$ cat src/rtl/score_digit_ctrl.sv
// score_digit_ctrl: two-player BCD score keeper with a 2-stage glyph overlay
// pipeline and a PLAY/OVER game FSM.
// Optional feature macro: SCORE_BLINK_EN. When it is defined, the winner's
// digits blink in OVER state (16 frames on, 16 frames off).
// game_over is the registered mirror of the FSM state (high in OVER) and serves
// as its observation point.
module score_digit_ctrl #(
  parameter int         CELL_SHIFT = 3,
  parameter logic [9:0] SCORE_Y    = 10'd16,
  parameter logic [9:0] P1_X       = 10'd192,
  parameter logic [9:0] P2_X       = 10'd400,
  parameter logic [6:0] WIN_SCORE  = 7'd11
) (
  input  logic       clk,
  input  logic       reset_n,
  input  logic [9:0] pixel_x,
  input  logic [9:0] pixel_y,
  input  logic       video_on,
  input  logic       frame_tick,
  input  logic       point_p1,
  input  logic       point_p2,
  input  logic       restart,
  input  logic       glyph_pixel,
  output logic [4:0] glyph_number,
  output logic [4:0] glyph_position,
  output logic       score_pixel,
  output logic       game_over,
  output logic [1:0] winner
);

  // Ones field sits one glyph (3 cells) plus one blank cell right of tens.
  localparam logic [9:0] ONES_OFS  = 10'(4 << CELL_SHIFT);
  localparam logic [9:0] P1_ONES_X = P1_X + ONES_OFS;
  localparam logic [9:0] P2_ONES_X = P2_X + ONES_OFS;

  typedef enum logic {S_PLAY = 1'b0, S_OVER = 1'b1} state_t;

  state_t     state;
  logic [7:0] p1_score;  // {tens, ones} BCD
  logic [7:0] p2_score;

  // BCD increment with decimal carry, saturating at 99.
  function automatic logic [7:0] bcd_inc(input logic [7:0] v);
    if (v == 8'h99)
      return v;
    else if (v[3:0] == 4'd9)
      return {v[7:4] + 4'd1, 4'd0};
    else
      return {v[7:4], v[3:0] + 4'd1};
  endfunction

  function automatic logic [6:0] bcd_to_bin(input logic [7:0] v);
    return ({3'b000, v[7:4]} * 7'd10) + {3'b000, v[3:0]};
  endfunction

  logic [7:0] p1_nxt, p2_nxt;
  logic       p1_win, p2_win;

  // Post-update scores and win detection for the PLAY state.
  always_comb begin
    p1_nxt = point_p1 ? bcd_inc(p1_score) : p1_score;
    p2_nxt = point_p2 ? bcd_inc(p2_score) : p2_score;
    p1_win = (bcd_to_bin(p1_nxt) >= WIN_SCORE);
    p2_win = (bcd_to_bin(p2_nxt) >= WIN_SCORE);
  end

`ifdef SCORE_BLINK_EN
  logic [4:0] blink_cnt;
`endif

  // Game FSM: scores, state, winner; restart beats simultaneous points.
  always_ff @(posedge clk) begin
    if (!reset_n) begin
      state     <= S_PLAY;
      p1_score  <= 8'h00;
      p2_score  <= 8'h00;
      game_over <= 1'b0;
      winner    <= 2'b00;
`ifdef SCORE_BLINK_EN
      blink_cnt <= 5'd0;
`endif
    end else if (restart) begin
      state     <= S_PLAY;
      p1_score  <= 8'h00;
      p2_score  <= 8'h00;
      game_over <= 1'b0;
      winner    <= 2'b00;
    end else begin
      case (state)
        S_PLAY: begin
          p1_score <= p1_nxt;
          p2_score <= p2_nxt;
          if (p1_win || p2_win) begin
            state     <= S_OVER;
            game_over <= 1'b1;
            winner    <= {p2_win, p1_win};
`ifdef SCORE_BLINK_EN
            blink_cnt <= 5'd0;
`endif
          end
        end
        S_OVER: begin
          // Point pulses are ignored until restart.
`ifdef SCORE_BLINK_EN
          if (frame_tick)
            blink_cnt <= blink_cnt + 5'd1;
`endif
        end
        default: state <= S_PLAY;
      endcase
    end
  end

  // Field hit test: unsigned subtraction makes pixels left/above wrap to a miss.
  logic [9:0] dy, row;
  logic [9:0] dx_p1t, dx_p1o, dx_p2t, dx_p2o;
  logic [9:0] c_p1t, c_p1o, c_p2t, c_p2o;
  logic       row_ok;
  logic       hit_c;
  logic [3:0] digit_c;
  logic [1:0] col_c;
  logic [1:0] owner_c;  // {player2, player1} field owner
  logic [4:0] num_c, pos_c;

  // Stage-1 combinational selection of digit and glyph bit index.
  always_comb begin
    dy      = pixel_y - SCORE_Y;
    row     = dy >> CELL_SHIFT;
    dx_p1t  = pixel_x - P1_X;
    dx_p1o  = pixel_x - P1_ONES_X;
    dx_p2t  = pixel_x - P2_X;
    dx_p2o  = pixel_x - P2_ONES_X;
    c_p1t   = dx_p1t >> CELL_SHIFT;
    c_p1o   = dx_p1o >> CELL_SHIFT;
    c_p2t   = dx_p2t >> CELL_SHIFT;
    c_p2o   = dx_p2o >> CELL_SHIFT;
    row_ok  = video_on && (row < 10'd5);
    hit_c   = 1'b0;
    digit_c = 4'd0;
    col_c   = 2'd0;
    owner_c = 2'b00;
    if (row_ok) begin
      if (c_p1t < 10'd3) begin
        hit_c = 1'b1; digit_c = p1_score[7:4]; col_c = c_p1t[1:0]; owner_c = 2'b01;
      end else if (c_p1o < 10'd3) begin
        hit_c = 1'b1; digit_c = p1_score[3:0]; col_c = c_p1o[1:0]; owner_c = 2'b01;
      end else if (c_p2t < 10'd3) begin
        hit_c = 1'b1; digit_c = p2_score[7:4]; col_c = c_p2t[1:0]; owner_c = 2'b10;
      end else if (c_p2o < 10'd3) begin
        hit_c = 1'b1; digit_c = p2_score[3:0]; col_c = c_p2o[1:0]; owner_c = 2'b10;
      end
    end
    if (hit_c) begin
      num_c = {1'b0, digit_c};
      pos_c = ({2'b00, row[2:0]} * 5'd3) + {3'b000, col_c};
    end else begin
      num_c = 5'd15;
      pos_c = 5'd0;
    end
  end

  logic hit_q;

  // Stage 1 registers: glyph lookup address and hit flag.
  always_ff @(posedge clk) begin
    if (!reset_n) begin
      glyph_number   <= 5'd15;
      glyph_position <= 5'd0;
      hit_q          <= 1'b0;
    end else begin
      glyph_number   <= num_c;
      glyph_position <= pos_c;
      hit_q          <= hit_c;
    end
  end

  logic blink_visible;

`ifdef SCORE_BLINK_EN
  logic [1:0] owner_q;

  // Stage 1 companion: remember which player's field was addressed.
  always_ff @(posedge clk) begin
    if (!reset_n)
      owner_q <= 2'b00;
    else
      owner_q <= owner_c;
  end

  // Winner's fields (both on a tie) go dark while counter bit 4 is set.
  assign blink_visible = !((state == S_OVER) && blink_cnt[4] && |(owner_q & winner));
`else
  assign blink_visible = 1'b1;

  // frame_tick and field ownership only matter for blinking.
  logic unused_blink;
  assign unused_blink = ^{frame_tick, owner_c};
`endif

  // Stage 2: gate the returned glyph bit with the stage-1 hit.
  always_ff @(posedge clk) begin
    if (!reset_n)
      score_pixel <= 1'b0;
    else
      score_pixel <= glyph_pixel & hit_q & blink_visible;
  end

endmodule

$ cat config.mk
export PLATFORM = sky130hd
export DESIGN_NAME = score_digit_ctrl
export DESIGN_NICKNAME = d
export VERILOG_FILES = /design/src/rtl/score_digit_ctrl.sv
export SDC_FILE = /design/constraint.sdc
export NUM_CORES = 1
export LEC_CHECK = 0
export BUFFER_PORTS_ARGS = -buffer_cell sky130_fd_sc_hd__buf_2
export CORE_MARGIN = 8
export CORE_UTILIZATION = 53
export CTS_BUF_LIST = sky130_fd_sc_hd__clkbuf_8
export DETAILED_ROUTE_END_ITERATION = 10
export PLACE_DENSITY = 0.79
export SLEW_MARGIN = 20
export SYNTH_ARGS = -nofsm -noshare
export SYNTH_HDL_FRONTEND = slang
export SYNTH_SLANG_ARGS = --single-unit
$ cat constraint.sdc
create_clock -name clk -period 3.55 [get_ports clk]
set_input_delay 0.71 -clock clk [delete_from_list [all_inputs] [get_ports clk]]
set_output_delay 0.71 -clock clk [all_outputs]
set_load 0.01 [all_outputs]
Word level (Yosys, flattened, before mapping) --
Cells that the tools add are included.
Word-level totals: input bits 28, flip-flop bits (word level) 32, logic and storage cells 67, output and inout bits 14
Cells by class: $lt $le $gt $ge 7, multipliers 3, eq/ne operators 4, mux-type cells 23, $add $sub $neg 12, reductions and logical operators 5, bitwise gates (word level) 3
Operator list (count):
- $mux W8 | 6
- $lt A7 B2 Y1 const B | 4
- $mux W4 | 5
- $sub A10 B8 Y10 const B | 2
- $sub A10 B9 Y10 const B | 2
- $add A4 B1 Y4 const B | 4
- $eq A8 B8 Y1 const B | 2
- $add A7 B4 Y7 | 2
- $ge A7 B4 Y1 const B | 2
- $mul A4 B3 Y6 const B | 2
- $mux W2 | 5
- $sub A10 B5 Y10 const B | 1
- $eq A4 B4 Y1 const B | 2
- $lt A7 B3 Y1 const B | 1
- $mux W1 | 7
- $add A5 B2 Y5 | 1
- $mul A3 B2 Y5 const B | 1
- $reduce_and A2 Y1 | 2
- $not A1 Y1 | 2
- $reduce_or A2 Y1 | 1
- $and A1 B1 Y1 | 1
- $logic_and A1 B1 Y1 | 1
- $logic_or A1 B1 Y1 | 1

Longest topological paths before layout --
depth in word-level cells 10, depth in mapped cells 16, gate-level depth less buffers 16

Worst setup path before layout --
OpenSTA, ideal clock, no wires.
kind in2reg, start point input port point_p1, end point register state, required time 3.420 ns, setup time 0.130 ns, data arrival time 3.715 ns, buffers on the path 0, path slack -0.295 ns, stages 14, cell sequence nand4b_4 nor3_1 nor2_1 a21oi_1 ha_1 ha_1 inv_1 fa_1 nand2b_1 nor4_1 o211a_1 o211ai_2 nor4_2 a21oi_1
On the way: cells in the longest elaborated chain, start to end 7
RTL lines:
- from (decl) | line 20 | input logic point_p1,
- $mux W8 | line 61 | p1_nxt = point_p1 ? bcd_inc(p1_score) : p1_score;
- named net p1_nxt[5] | line 56 | logic [7:0] p1_nxt, p2_nxt;
- $mul A4 B3 Y6 | line 53 | return ({3'b000, v[7:4]} * 7'd10) + {3'b000, v[3:0]};
- $add A7 B4 Y7 | line 53
- $ge A7 B4 Y1 | line 63 | p1_win = (bcd_to_bin(p1_nxt) >= WIN_SCORE);
- $logic_or A1 B1 Y1 | line 93 | if (p1_win || p2_win) begin
- $mux W1 | line 93
- $mux W1 | line 89 | case (state)
- to (signal assigned) | line 74 | state <= S_PLAY;
- to (signal assigned) | line 94 | state <= S_OVER;
- to (signal assigned) | line 109 | default: state <= S_PLAY;
- to (decl) | line 38 | state_t state;
The timed path passes the listed nets, and every way through them passes these cells. A chain may end at the register's enable or synchronous reset.

Worst setup path in the final report --
start point register p1_score[5], end point register game_over
On the way: elaborated cells on any way between the ends 10, those cells by class add/sub: 2; mul: 1; order compare: 1; eq/ne: 1; mux: 3; reduce/logical: 2
RTL lines:
- from (decl) | line 39 | logic [7:0] p1_score;
- from (signal assigned) | line 91 | p1_score <= p1_nxt;
- $eq A8 B8 Y1 | line 44 | if (v == 8'h99)
- $mux W8 | line 44
- $mux W8 | line 61
- named net p1_nxt[4] | line 56
- $mul A4 B3 Y6 | line 53
- $add A7 B4 Y7 | line 53
- $ge A7 B4 Y1 | line 63
- $logic_or A1 B1 Y1 | line 93
- $reduce_and A2 Y1 (no source line)
- to (signal assigned) | line 77 | game_over <= 1'b0;
- to (signal assigned) | line 86 | game_over <= 1'b0;
- to (signal assigned) | line 95 | game_over <= 1'b1;
- to (decl) | line 27 | output logic game_over,
The timed path passes the listed nets, and every way through them passes these cells.

==> metrics list <==
- Run status: finished with violations
* Violations in the final reports: negative setup slack
- Of the post-synthesis cell area, the dominant cell type holds around a quarter.
- TritonCTS sink count: 31
* Critical Path Sink Type: register
* Detail Route Antenna Nets: 0
- Peak supply drop: roughly 0.17 mV
- For the finished layout, the period the worst path requires is ~3.6 ns.
- Dominant cells by area after synthesis: sky130_fd_sc_hd__dfxtp_1, sky130_fd_sc_hd__ha_1, sky130_fd_sc_hd__fa_1
- The share of total power dissipated in combinational logic is approximately 11%.
- The clock passes through at most 2 buffers.
* Inserted Clock Buffers: 5
- Setup total negative slack on the finished layout was measured at -0.0736 ns.
* Average detailed-routed wire length per instance: about 15 um
- Overall routing resource usage: between 10% and 20%
- For this run, the number of Yosys warnings is 0.
- The critical path in this run is classified as register to register.
- Startpoint kind of the worst setup timing path: register
* Post-route total power: 801 uW
- Headroom to the max-slew limit came out at around 50%.
- Sequential element share of the synthesized area: around a quarter
* Number of antenna violations at the first check in global routing: 0
- Proportion of synthesized flip-flops having asynchronous set or reset: 0%
- Die height: around 86 um
- Area delta synth->final: 31.3%
- Floorplan core area: ~4700 sq um
* CTS Root Buffer Type: sky130_fd_sc_hd__clkbuf_8
- At the pin with the least slew margin, the transition time is between 0.7 and 0.8 ns.
- Number of nets in the synthesized netlist: ~360
- Power density over the cells: 238 nW/um^2
- Iter 0 DRT Violations: a little over 90
* Maximum net fanout on the critical path: 3
- Data on the critical path is required at its endpoint by about 3.7 ns.
- Switching Fraction: 23.2%
* Number of synthesized register bits: 31
- Total overflow reported by the global router: 0
- Sequential fraction of design power: between 40% and 50%
- Residual DRC count: 0
- Post-Route Utilization: between 70% and 80%
* Max Clock Skew: 0.00509 ns
- In this run the worst hold path is classified as register to register.
* Via count of the first global-routing pass: 2336
- Netlist area before placement: ~2600 sq um
* Switching power: approximately 190 uW
- Cell count after synthesis: 299
- Clock-pin slew was measured on the worst setup and hold paths at about 0.07 ns.
* Leak pwr: roughly 1.6 nW
* First-pass GRT wire length: 10500 um
- Detailed-router iteration count before antenna repair: 4
- The routed layout has around 2500 vias.
- Setup repair after global routing missed its margin: true
* Mean area per synthesized cell: between 8 and 9 sq um
- Row generation in the floorplan step produced 25 rows.
* Placed standard-cell area: 3080 sq um
- Hold violation total from the final report: 0
- The worst register-to-register path has a setup slack of -0.04 ns.
- After layout, the worst path uses 101% of the clock period.
- The congestion estimate from routability-driven global placement came to about 0.84.
* Final net count: around 440
* Fraction of layout cells with a size suffix above 1: around 32%
- Hold-fix buffers at CTS: 0
- For this design the top-level I/O count stands at between 40 and 50.
- The floorplan step defined a die boundary enclosing about 7300 sq um.
- HPWL after detailed placement: ~4700 um
- Number of instances in the placed design: just over 400
- Summed area of non-filler cells in the final layout: between 3000 and 4000 sq um
- Data on the critical path arrives at its endpoint at approximately 3.7 ns.
- The tool flagged a number of max-cap violations equal to 0.
* Number of distinct library cells after synthesis: 60
- The internal portion of the total power is roughly 600 uW.
- For this run, the leading register cell type out of synthesis is sky130_fd_sc_hd__dfxtp_1.
- Hold path depth: 1
- In the routed layout, each cell is associated on average with a via count of 5.78.
- Count of buffers inserted at the top-level ports: 33
- The number of antenna diodes in the final layout is 0.
* Worst-case setup margin in the final layout: -0.0430 ns
- In this run the horizontal extent of the chip is between 80 and 90 um.
* Number of levels the H-tree was split into: 2
- The largest total area in the synthesized netlist belongs to sky130_fd_sc_hd__dfxtp_1.
* Effective utilization at floorplan: between 50% and 60%
- R2R depth: 16
- Clock network fraction of total power: between 40% and 50%
- For this block, the routed nets add up to ~6600 um of wire.
- Fmax achieved: 278 MHz
* Number of enable flip-flop cells after synthesis: 0
* Maximum number of pins on one net before global-route repair: 19
- Setup violations remaining at the end of the flow were counted as 2.
- TritonCTS built the clock tree.
- The number of pins with negative max-slew slack in the final report is 0.
- At the later pin of the worst-skew pair, clock insertion delay measures 0.28 ns.
- After the flow finishes, the layout carries non-filler instances totaling between 400 and 500.
worst max-delay path, stage by stage, from the launching register on:
cell,delay (ns)
sky130_fd_sc_hd__dfxtp_2,0.33
sky130_fd_sc_hd__inv_2,0.04
sky130_fd_sc_hd__ha_4,0.14
sky130_fd_sc_hd__and3b_2,0.22
sky130_fd_sc_hd__nor3_4,0.27
sky130_fd_sc_hd__buf_6,0.14
sky130_fd_sc_hd__xor2_2,0.17
sky130_fd_sc_hd__ha_2,0.23
sky130_fd_sc_hd__ha_4,0.13
sky130_fd_sc_hd__inv_2,0.03
sky130_fd_sc_hd__fa_1,0.49
sky130_fd_sc_hd__nand2b_4,0.18
sky130_fd_sc_hd__o31a_1,0.26
sky130_fd_sc_hd__a211oi_2,0.22
sky130_fd_sc_hd__o211ai_2,0.15
sky130_fd_sc_hd__nor4_2,0.32
sky130_fd_sc_hd__o31ai_1,0.12
synth_stat cells, drive strengths merged, types with 2 or more instances:
| cell | count |
|---|---|
| xnor2 | 8 |
| o31a | 3 |
| o211a | 4 |
| nand3 | 6 |
| nand2b | 3 |
| nand2 | 20 |
| mux2i | 8 |
| nor4 | 4 |
| or2 | 2 |
| nand4b | 6 |
| inv | 21 |
| a21o | 2 |
| o31ai | 3 |
| o21a | 2 |
| dfxtp | 31 |
| a211oi | 4 |
| nor3 | 9 |
| nor3b | 3 |
| buf | 4 |
| nand4 | 3 |
| nor2b | 4 |
| clkbuf | 7 |
| a31oi | 3 |
| xor2 | 6 |
| or3 | 6 |
| fa | 6 |
| a21oi | 18 |
| o22ai | 3 |
| a221oi | 5 |
| o221ai | 3 |
| o21ai | 14 |
| and2 | 5 |
| a21boi | 3 |
| and3b | 4 |
| nor2 | 25 |
| ha | 30 |
routing by layer:
| layer | track usage [%] | share of wire, % |
|---|---|---|
| met1 | 20.0 | 43 |
| met5 | 0 | 0 |
| met4 | 5.57 | 1.1 |
| met2 | 30.8 | 51 |
| met3 | 4.01 | 4.3 |
layout by cell type, fill, tap and decap left out, types with 3 or more instances in the layout:
cell                        n
sky130_fd_sc_hd__xor2_1     5
sky130_fd_sc_hd__nand4_1    3
sky130_fd_sc_hd__o21ai_1    6
sky130_fd_sc_hd__or3_1      5
sky130_fd_sc_hd__a31oi_1    3
sky130_fd_sc_hd__nor3_1     7
sky130_fd_sc_hd__buf_4     43
sky130_fd_sc_hd__fa_1       6
sky130_fd_sc_hd__o211a_1    3
sky130_fd_sc_hd__o21ai_0    7
sky130_fd_sc_hd__o221ai_1   3
sky130_fd_sc_hd__o22ai_1    3
sky130_fd_sc_hd__inv_2      3
sky130_fd_sc_hd__dfxtp_1   29
sky130_fd_sc_hd__o31a_1     3
sky130_fd_sc_hd__and3b_1    3
sky130_fd_sc_hd__nand2_1   19
sky130_fd_sc_hd__a21oi_1   17
sky130_fd_sc_hd__nor2_1    25
sky130_fd_sc_hd__nand3_1    6
sky130_fd_sc_hd__xnor2_1    7
sky130_fd_sc_hd__ha_1      26
sky130_fd_sc_hd__a221oi_1   5
sky130_fd_sc_hd__mux2i_1    7
sky130_fd_sc_hd__a211oi_1   3
sky130_fd_sc_hd__buf_2     32
sky130_fd_sc_hd__clkbuf_8   6
sky130_fd_sc_hd__inv_1     18
sky130_fd_sc_hd__nor2b_1    4
sky130_fd_sc_hd__nand4b_1   5
sky130_fd_sc_hd__buf_6      3
sky130_fd_sc_hd__and2_1     5
power by group through the flow:
stage                     combinational (mW)  sequential [mW]  clock [mW]
after floorplan                       0.0459            0.358           0
after global placement                0.0806            0.358           0
after detailed placement              0.0833            0.359           0
after CTS                             0.0850            0.351       0.371
after global routing                  0.0956            0.351       0.384
final                                 0.0863            0.351       0.364
stage by stage:
| step | setup WS (ns) | hold slack, ns |
|---|---|---|
| floorplan | 0.00748 | 0.429 |
| global placement | -0.132 | 0.433 |
| detailed placement | -0.238 | 0.445 |
| CTS | 0.00593 | 0.461 |
| global route | -0.209 | 0.473 |
| finish | -0.0430 | 0.459 |
state kept, by name (all words and copies together), names as in the netlist:
register and count:
game_over 1, glyph_number 4, glyph_position 5, hit_q 1, p1_score 8, p2_score 8, score_pixel 1, state 1
winner 2
path summary, 6_finish.rpt:
| path | start | to |
|---|---|---|
| min | hit_q$_SDFF_PN0_ | score_pixel$_SDFF_PN0_ |
| max reg2reg | p1_score[5]$_SDFFE_PP0N_ | game_over$_SDFFE_PP0P_ |
| max | p1_score[5]$_SDFFE_PP0N_ | game_over$_SDFFE_PP0P_ |
| min reg2reg | hit_q$_SDFF_PN0_ | score_pixel$_SDFF_PN0_ |
kinds of logic (layout without fill, tap and decap cells):
logic type | after synthesis | after routing | synth area share, %
muxes | 8 | 8 | 3.12
AOI/OAI and AO/OA | 73 | 73 | 20.8
DFF | 31 | 31 | 24.1
and+or+nand+nor | 104 | 104 | 22.6
other | 1 | 1 | 0.146
xor gates and xnor gates | 14 | 14 | 4.77
adders and majority gates | 36 | 36 | 19.3
buffers and inverters | 32 | 107 | 5.06
layout make-up:
class                      instances  area (sq um)
multi-input combinational        236          1970
fill                             363          1320
sequential                        31           623
timing repair buffer              78           517
clock buffer                       6          82.6
inverter                          21          78.8
tap                               54          67.6
clock inverter                     2          35.0
what timing repair did:
item                                    in CTS  in global routing
resized for setup                            0                 29
setup buffers                                0                  5
endpoints found under the setup margin       0                  4
No activity file was read; power rests on OpenSTA's default activity.
